$ cat src/rtl/mips_mc_control.sv
// mips_mc_control: main sequencer for the multicycle MIPS datapath
//   inputs : clk, reset (sync, active-high), opcode = IR[31:26], funct = IR[5:0],
//            zero (ALU zero flag), mem_ready (memory access completes this cycle)
//   outputs: pc_en, iord, mem_read, mem_write, ir_write, reg_dst, mem_to_reg,
//            reg_write, alu_src_a, alu_src_b[1:0], pc_source[1:0], alu_ctrl[3:0],
//            illegal_op (one-cycle pulse), state[3:0] (debug)
module mips_mc_control (
    input  logic       clk,
    input  logic       reset,
    input  logic [5:0] opcode,
    input  logic [5:0] funct,
    input  logic       zero,
    input  logic       mem_ready,
    output logic       pc_en,
    output logic       iord,
    output logic       mem_read,
    output logic       mem_write,
    output logic       ir_write,
    output logic       reg_dst,
    output logic       mem_to_reg,
    output logic       reg_write,
    output logic       alu_src_a,
    output logic [1:0] alu_src_b,
    output logic [1:0] pc_source,
    output logic [3:0] alu_ctrl,
    output logic       illegal_op,
    output logic [3:0] state
);
    localparam logic [3:0] ALU_AND = 4'b0000;
    localparam logic [3:0] ALU_OR  = 4'b0001;
    localparam logic [3:0] ALU_ADD = 4'b0010;
    localparam logic [3:0] ALU_SUB = 4'b0110;
    localparam logic [3:0] ALU_SLT = 4'b0111;
    localparam logic [3:0] ALU_NOR = 4'b1100;
    localparam logic [5:0] OP_R    = 6'b000000;
    localparam logic [5:0] OP_LW   = 6'b100011;
    localparam logic [5:0] OP_SW   = 6'b101011;
    localparam logic [5:0] OP_BEQ  = 6'b000100;
    localparam logic [5:0] OP_BNE  = 6'b000101;
    localparam logic [5:0] OP_ADDI = 6'b001000;
    localparam logic [5:0] OP_J    = 6'b000010;
    typedef enum logic [3:0] {
        FETCH, DECODE, MEMADR, MEMRD, MEMWB, MEMWR, EXEC, ALUWB,
        BRANCH, ADDI_EX, ADDI_WB, JUMP
    } state_t;
    state_t st, nxt;
    always_ff @(posedge clk)
        if (reset) st <= FETCH;
        else st <= nxt;
    assign state = st;
    always_comb begin
        nxt = FETCH;
        pc_en = 1'b0;
        iord = 1'b0;
        mem_read = 1'b0;
        mem_write = 1'b0;
        ir_write = 1'b0;
        reg_dst = 1'b0;
        mem_to_reg = 1'b0;
        reg_write = 1'b0;
        alu_src_a = 1'b0;
        alu_src_b = 2'b00;
        pc_source = 2'b00;
        alu_ctrl = ALU_ADD;
        illegal_op = 1'b0;
        case (st)
            FETCH: begin
                mem_read = 1'b1;
                alu_src_b = 2'b01;
                ir_write = mem_ready;
                pc_en = mem_ready;
                nxt = mem_ready ? DECODE : FETCH;
            end
            DECODE: begin
                alu_src_b = 2'b11;
                case (opcode)
                    OP_LW, OP_SW:   nxt = MEMADR;
                    OP_R:           nxt = EXEC;
                    OP_BEQ, OP_BNE: nxt = BRANCH;
                    OP_ADDI:        nxt = ADDI_EX;
                    OP_J:           nxt = JUMP;
                    default:        illegal_op = 1'b1;
                endcase
            end
            MEMADR: begin
                alu_src_a = 1'b1;
                alu_src_b = 2'b10;
                // opcode bit 3 separates sw (101011) from lw (100011)
                nxt = opcode[3] ? MEMWR : MEMRD;
            end
            MEMRD: begin
                mem_read = 1'b1;
                iord = 1'b1;
                nxt = mem_ready ? MEMWB : MEMRD;
            end
            MEMWB: begin
                reg_write = 1'b1;
                mem_to_reg = 1'b1;
            end
            MEMWR: begin
                mem_write = 1'b1;
                iord = 1'b1;
                nxt = mem_ready ? FETCH : MEMWR;
            end
            EXEC: begin
                alu_src_a = 1'b1;
                nxt = ALUWB;
                case (funct)
                    6'b100000: alu_ctrl = ALU_ADD;
                    6'b100010: alu_ctrl = ALU_SUB;
                    6'b100100: alu_ctrl = ALU_AND;
                    6'b100101: alu_ctrl = ALU_OR;
                    6'b101010: alu_ctrl = ALU_SLT;
                    6'b100111: alu_ctrl = ALU_NOR;
                    default: begin
                        illegal_op = 1'b1;
                        nxt = FETCH;
                    end
                endcase
            end
            ALUWB: begin
                reg_write = 1'b1;
                reg_dst = 1'b1;
            end
            BRANCH: begin
                alu_src_a = 1'b1;
                alu_ctrl = ALU_SUB;
                pc_source = 2'b01;
                // opcode bit 0 set means bne
                pc_en = zero ^ opcode[0];
            end
            ADDI_EX: begin
                alu_src_a = 1'b1;
                alu_src_b = 2'b10;
                nxt = ADDI_WB;
            end
            ADDI_WB: reg_write = 1'b1;
            JUMP: begin
                pc_en = 1'b1;
                pc_source = 2'b10;
            end
            default: nxt = FETCH;
        endcase
        // reset abandons the current instruction with no partial writes
        if (reset) begin
            pc_en = 1'b0;
            mem_read = 1'b0;
            mem_write = 1'b0;
            ir_write = 1'b0;
            reg_write = 1'b0;
            illegal_op = 1'b0;
        end
    end
endmodule

$ cat config.mk
export PLATFORM = sky130hd
export DESIGN_NAME = mips_mc_control
export DESIGN_NICKNAME = d
export VERILOG_FILES = /design/src/rtl/mips_mc_control.sv
export SDC_FILE = /design/constraint.sdc
export NUM_CORES = 1
export LEC_CHECK = 0
export ABC_AREA = 1
export CAP_MARGIN = 20
export CORE_MARGIN = 2
export CORE_UTILIZATION = 37
export CTS_CLUSTER_DIAMETER = 30
export DETAILED_ROUTE_END_ITERATION = 10
export PLACE_DENSITY = 0.8
export SLEW_MARGIN = 20
export SYNTH_ARGS = -nofsm -noshare
export SYNTH_HDL_FRONTEND = slang
export SYNTH_SLANG_ARGS = --single-unit
$ cat constraint.sdc
create_clock -name clk -period 1.7 [get_ports clk]
set_clock_uncertainty 0.15 [all_clocks]
set_input_delay 0.255 -clock clk [delete_from_list [all_inputs] [get_ports clk]]
set_output_delay 0.255 -clock clk [all_outputs]
set_load 0.01 [all_outputs]
-- Yosys cells after proc, flatten, opt, wreduce, memory -nomap -nowiden
Index checks and enable logic that the tools add are counted.
- div/mod/pow operators: 0
- reductions and logical operators: 11
- add/sub/neg operators: 0
- equal/unequal tests: 23
- shift-type cells: 0
- multiply operators: 0
- muxes and demuxes: 29
- magnitude comparators: 0
- bitwise logic cells: 1
- operator list (operator ; count):
    $eq A6 B6 Y1 const B ; 8
    $pmux W4 S5 ; 2
    $pmux W4 S7 ; 1
    $mux W1 ; 17
    $eq A4 B3 Y1 const B ; 4
    $eq A4 B4 Y1 const B ; 4
    $eq A6 B3 Y1 const B ; 2
    $mux W3 ; 4
    $reduce_or A2 Y1 ; 5
    $eq A4 B2 Y1 const B ; 2
    $pmux W4 S2 ; 1
    $reduce_or A7 Y1 ; 1
    $eq A6 B2 Y1 const B ; 1
    $eq A6 B4 Y1 const B ; 1
    $logic_not A6 Y1 ; 1
    $pmux W2 S3 ; 1
    $reduce_or A6 Y1 ; 1
    $eq A4 B1 Y1 const B ; 1
    $logic_not A4 Y1 ; 1
    $pmux W2 S2 ; 1
    $reduce_or A4 Y1 ; 1
    $pmux W1 S3 ; 1
    $reduce_or A3 Y1 ; 1
    $pmux W1 S2 ; 1
    $xor A1 B1 Y1 ; 1
- bits in registers: 4
- memories kept: 0
- latch bits: 0
- word-level logic and storage cells: 65
- ROM bits: 0
- output and inout bits: 22
- bits in writable memories: 0
- input port bits: 16

-- Longest topological paths before layout
- word-level depth: 5
- gate-level depth with buffers: 9

-- Least setup slack after synthesis
Ideal clock, no wire load.
- path kind: reg-to-output
- start point: register st[2], in the netlist state[2]
- end point: output port alu_ctrl[0]
- buffers on the path: 0
- path slack: 0.103 ns
- cell stages (with the launch flop): 7
- data arrival time: 1.192 ns
- path through: dfxtp_1 -> inv_2 -> nor2_2 -> inv_2 -> nor2_4 -> nand4_1 -> a22oi_2
- longest elaborated chain between the ends: 2
- elaborated cells on any way between the ends: 3
- those cells by class: 2 x eq/ne; 1 x mux
- RTL lines (element ; line ; text):
    start: declaration ; 46 ; state_t st, nxt;
    start signal: assignment ; 49 ; else st <= nxt;
    $eq A4 B4 Y1 / $eq A4 B3 Y1 (equally long branches) ; 66 ; case (st)
    $pmux W4 S2 (*) ; 66 ;
    end: declaration ; 25 ; output logic [3:0] alu_ctrl,
Mark *: on every way between the ends. The rest lies on a longest branch, timed or not.

-- Worst setup path after layout
- start point: register st[0], in the netlist state[0]
- end point: output port alu_ctrl[0]
The elaborated chain is that of the path after synthesis.

==> summary.md <==
| Metric | Value |
|---|---|
| Reg2reg end | state[2] |
| Mapped Area | 652 µm² |
| Root Buffer | clkbuf_4 |
| Total track usage | 0.349 |
| ANT nets after route | 0 |
| Die Height | between 40 and 50 µm |
| Synth area leaders | nor2_1, nand3_1, nand2_1, dfxtp_1, inv_1 |
| PortBufs | 37 |
| Initial antenna violation count | 0 |
| CTS sink count | 4 |
| Min Tclk post-route | approximately 2000 ps |
| Area Growth Syn to Fin | 141% |
| Initial core utilization | 0.386 |
| Status | finished with violations |
| Number of DRC markers in iteration 0 | between 100 and 150 |
| Max Cap Violations | 0 |
| Core Area | 0.00169 mm² |
| Sum of negative setup slack | -1660 ps |
| P per Cell Area | between 200 and 300 mW/mm² |
| Maximum vdd drop | between 0.3 and 0.4 mV |
| Fin crit share | 1.15 |
| Clock Path Buffers | 2 |
| Critical path origin | state[0] |
| Fmax | 511 MHz |
| Avg Cell Area, Syn | 5.09 µm² |
| Critical Path AT | ~1600 ps |
| Synth Area in Compound Gates | 0.0902 |
| Min-Delay Path Depth | 3 |
| Critical-path cell list | inv_2, nand2_2, nor2_4, nand4_1, buf_4, a22oi_2, buf_2 |
| CTS Hold Bufs | 0 |
| Slew Limit Headroom | 0.838 |
| Share of the synthesized area in the top cell type | 0.155 |
| Grt ovf | 0 |
| Clock power frac | 0.287 |
| Routing usage on met1 | 0.383 |
| Yosys reg bits | 4 |
| Req. time, crit path | 1290 ps |
| Failing checks | negative setup slack |
| I/O pins | 38 |
| Min setup slack post-route | -257 ps |
| Vias | about 1400 |
| Hpwl dp | approximately 2100 µm |
| Core Util, Final | 0.929 |
| Reg-to-reg slack, setup | -70 ps |
| Total wire length | between 4000 and 5000 µm |
| Ys Warns | 0 |
| Switch share | 0.372 |
| Clk_lat worst skew | around 240 ps |
| Die area | around 0.0021 mm² |
| HP Class | in2reg |
| CTS H-Tree Depth | 1 |
| Final slew viol count | 0 |
| Hold Worst Slack | ~440 ps |
| Worst Reg-to-Reg Cells | 10 |
| Count of different cell masters after synthesis | 19 |
| Final setup violation count | 16 |
| Seq pwr share | 0.233 |
| Synth Flop Type | dfxtp_1 |
| Layout cells sized above 1 | 0.568 |
| Psw | between 0.15 and 0.2 mW |
| Startpoint Class | flip-flop |
| First-pass GRT wire length | approximately 5200 µm |
| Vias per cell | between 5 and 6 |
| Cells after Synth | approximately 130 |
| Gr busiest metal | met2 |
| Sequential fraction of the synthesis area | 0.123 |
| CTS tree | yes |
| GPL Wtd Cong | slightly below 0.9 |
| M2 GR Usage | 0.625 |
| Syn_nets | 144 |
| Int Pwr | 0.265 mW |
| Unrepaired setup endpoints after global routing | true |
| Max reg flops | 4 |
| Fin. Hold Viols | 0 |
| GRT met3 Usage | 0.0675 |
| Max FO, Critical Path | 4 |
| CP max-delay cell | dfxtp_4 |
| Total CTS buffers | 3 |
| Worst Path Buf+Inv | 3 |
| EDFF count, synth | 0 |
| Worst flop-to-flop path startpoint | state[3] |
| Cell taking the most area after synthesis | nor2_1 |
| Adder-Cell Fraction of Synth Area | 0 |
| Comb pwr share | 0.480 |
| Clock-pin slew on the worst setup and hold paths | ~40 ps |
| Simple-Gate Fraction of Synth Area | 0.631 |
| Mux contribution to synthesized area | 0 |
| Worst-Margin Slew | 242 ps |
| Largest stage delay on the critical path | 360 ps |
| XOR/XNOR share of the synthesized area | 0 |
| Vias in the first global route | between 1000 and 1500 |
| Post-synth ARST share | 0 |
| Die W | 46.0 µm |
| Crit path max-delay family | buffers and inverters |
| Critical Path End Type | output port |
| Leak | ~0.91 nW |
| Largest net degree at the start of global routing | 7 |
| # DRC | 0 |
| Layout net count | 231 |
| Largest family of logic cells by synthesized area | simple AND/OR/NAND/NOR gates |
| Hold_sp | reset |
| Drt wl/cell | between 20 and 25 µm |
| Initial DRT Pass Iterations | 5 |
| Std cell rows | 15 |
| Setup CP Type | reg2out |
| # diodes | 0 |
| WHS Endpoint | state[0] |
## cell type report
cell class                      instances  area (µm²)
Tap cell                               17        21.3
Inverter                               26        97.6
Clock buffer                            3        22.5
Sequential cell                         4        92.6
Multi-Input combinational cell         97         641
Timing Repair Buffer                   83         694
Fill cell                              62         120
## repair_timing
| item | 4_1_cts | 5_1_grt |
|---|---|---|
| endpoints found under the hold margin | 0 | 0 |
| endpoints found under the setup margin | 21 | 19 |
| buffers inserted | 10 | 8 |
| resized for setup | 108 | 41 |
| pin swaps | 15 | 19 |
## logic make-up (layout without fill, tap and decap cells)
family                 count (synthesis)  in the layout
and+or+nand+nor                       88             88
buffers and inverters                 27            112
AOI/OAI and AO/OA                      9              9
DFF                                    4              4
## worst max path at each step
stage	to	slack, ps	cells after the start
after floorplan	alu_ctrl[0]	100	6
after global placement	illegal_op	-570	8
after detailed placement	illegal_op	-630	8
after CTS	alu_ctrl[0]	-190	8
after global routing	alu_ctrl[0]	-280	8
final	alu_ctrl[0]	-260	7
## Yosys cell counts, types with 3 or more instances
| master | instances |
|---|---|
| inv_1 | 20 |
| nand2_1 | 25 |
| nor2_4 | 3 |
| nand3_1 | 20 |
| inv_2 | 6 |
| nand2_2 | 3 |
| dfxtp_1 | 4 |
| a21oi_1 | 4 |
| nor2_1 | 27 |
| nor2_2 | 5 |
| nand4_1 | 3 |
## metal layers
metal  routed length (µm)  up-vias
met4                  395        0
met1                 1670      646
li1                     -      569
met2                 2230      119
met3                  375       42
met5                    0        -
## power by group through the flow
stage / logic (mW) / registers [mW] / clock network (mW)
global route: 0.213 / 0.0981 / 0.125
detailed placement: 0.161 / 0.101 / 0
finish: 0.202 / 0.0983 / 0.121
CTS: 0.161 / 0.0985 / 0.125
floorplan: 0.0585 / 0.102 / 0
global placement: 0.156 / 0.101 / 0
## cells in the final DEF, fill, tap and decap left out, drive strengths merged
cell	netlist	layout
buf	1	62
nor2	35	35
nand2	28	28
inv	26	26
nand3	20	20
dlygate4sd2	0	8
dlymetal6s2s	0	7
a21oi	4	4
clkdlybuf4s50	0	4
clkbuf	0	4
dfxtp	4	4
nand4	3	3
a22oi	1	1
nand3b	1	1
o31ai	1	1
a211oi	1	1
or2	1	1
a31oi	1	1
o21ai	1	1
clkdlybuf4s15	0	1
## through the flow
step / instance area (µm²) / total power [mW] / cells / worst slack [ps]
after floorplan: 652 / 0.160 / 128 / 103
after global placement: 1270 / 0.258 / 212 / -565
after detailed placement: 1270 / 0.262 / 212 / -634
after CTS: 1410 / 0.385 / 224 / -191
after global routing: 1570 / 0.437 / 230 / -282
final: 1570 / 0.421 / 230 / -257
## tightest hold or removal path, stage by stage
cell and delay [ps]:
dlygate4sd2_1 330, buf_4 160, nor2_1 40
No activity file was read; power rests on OpenSTA's default activity.
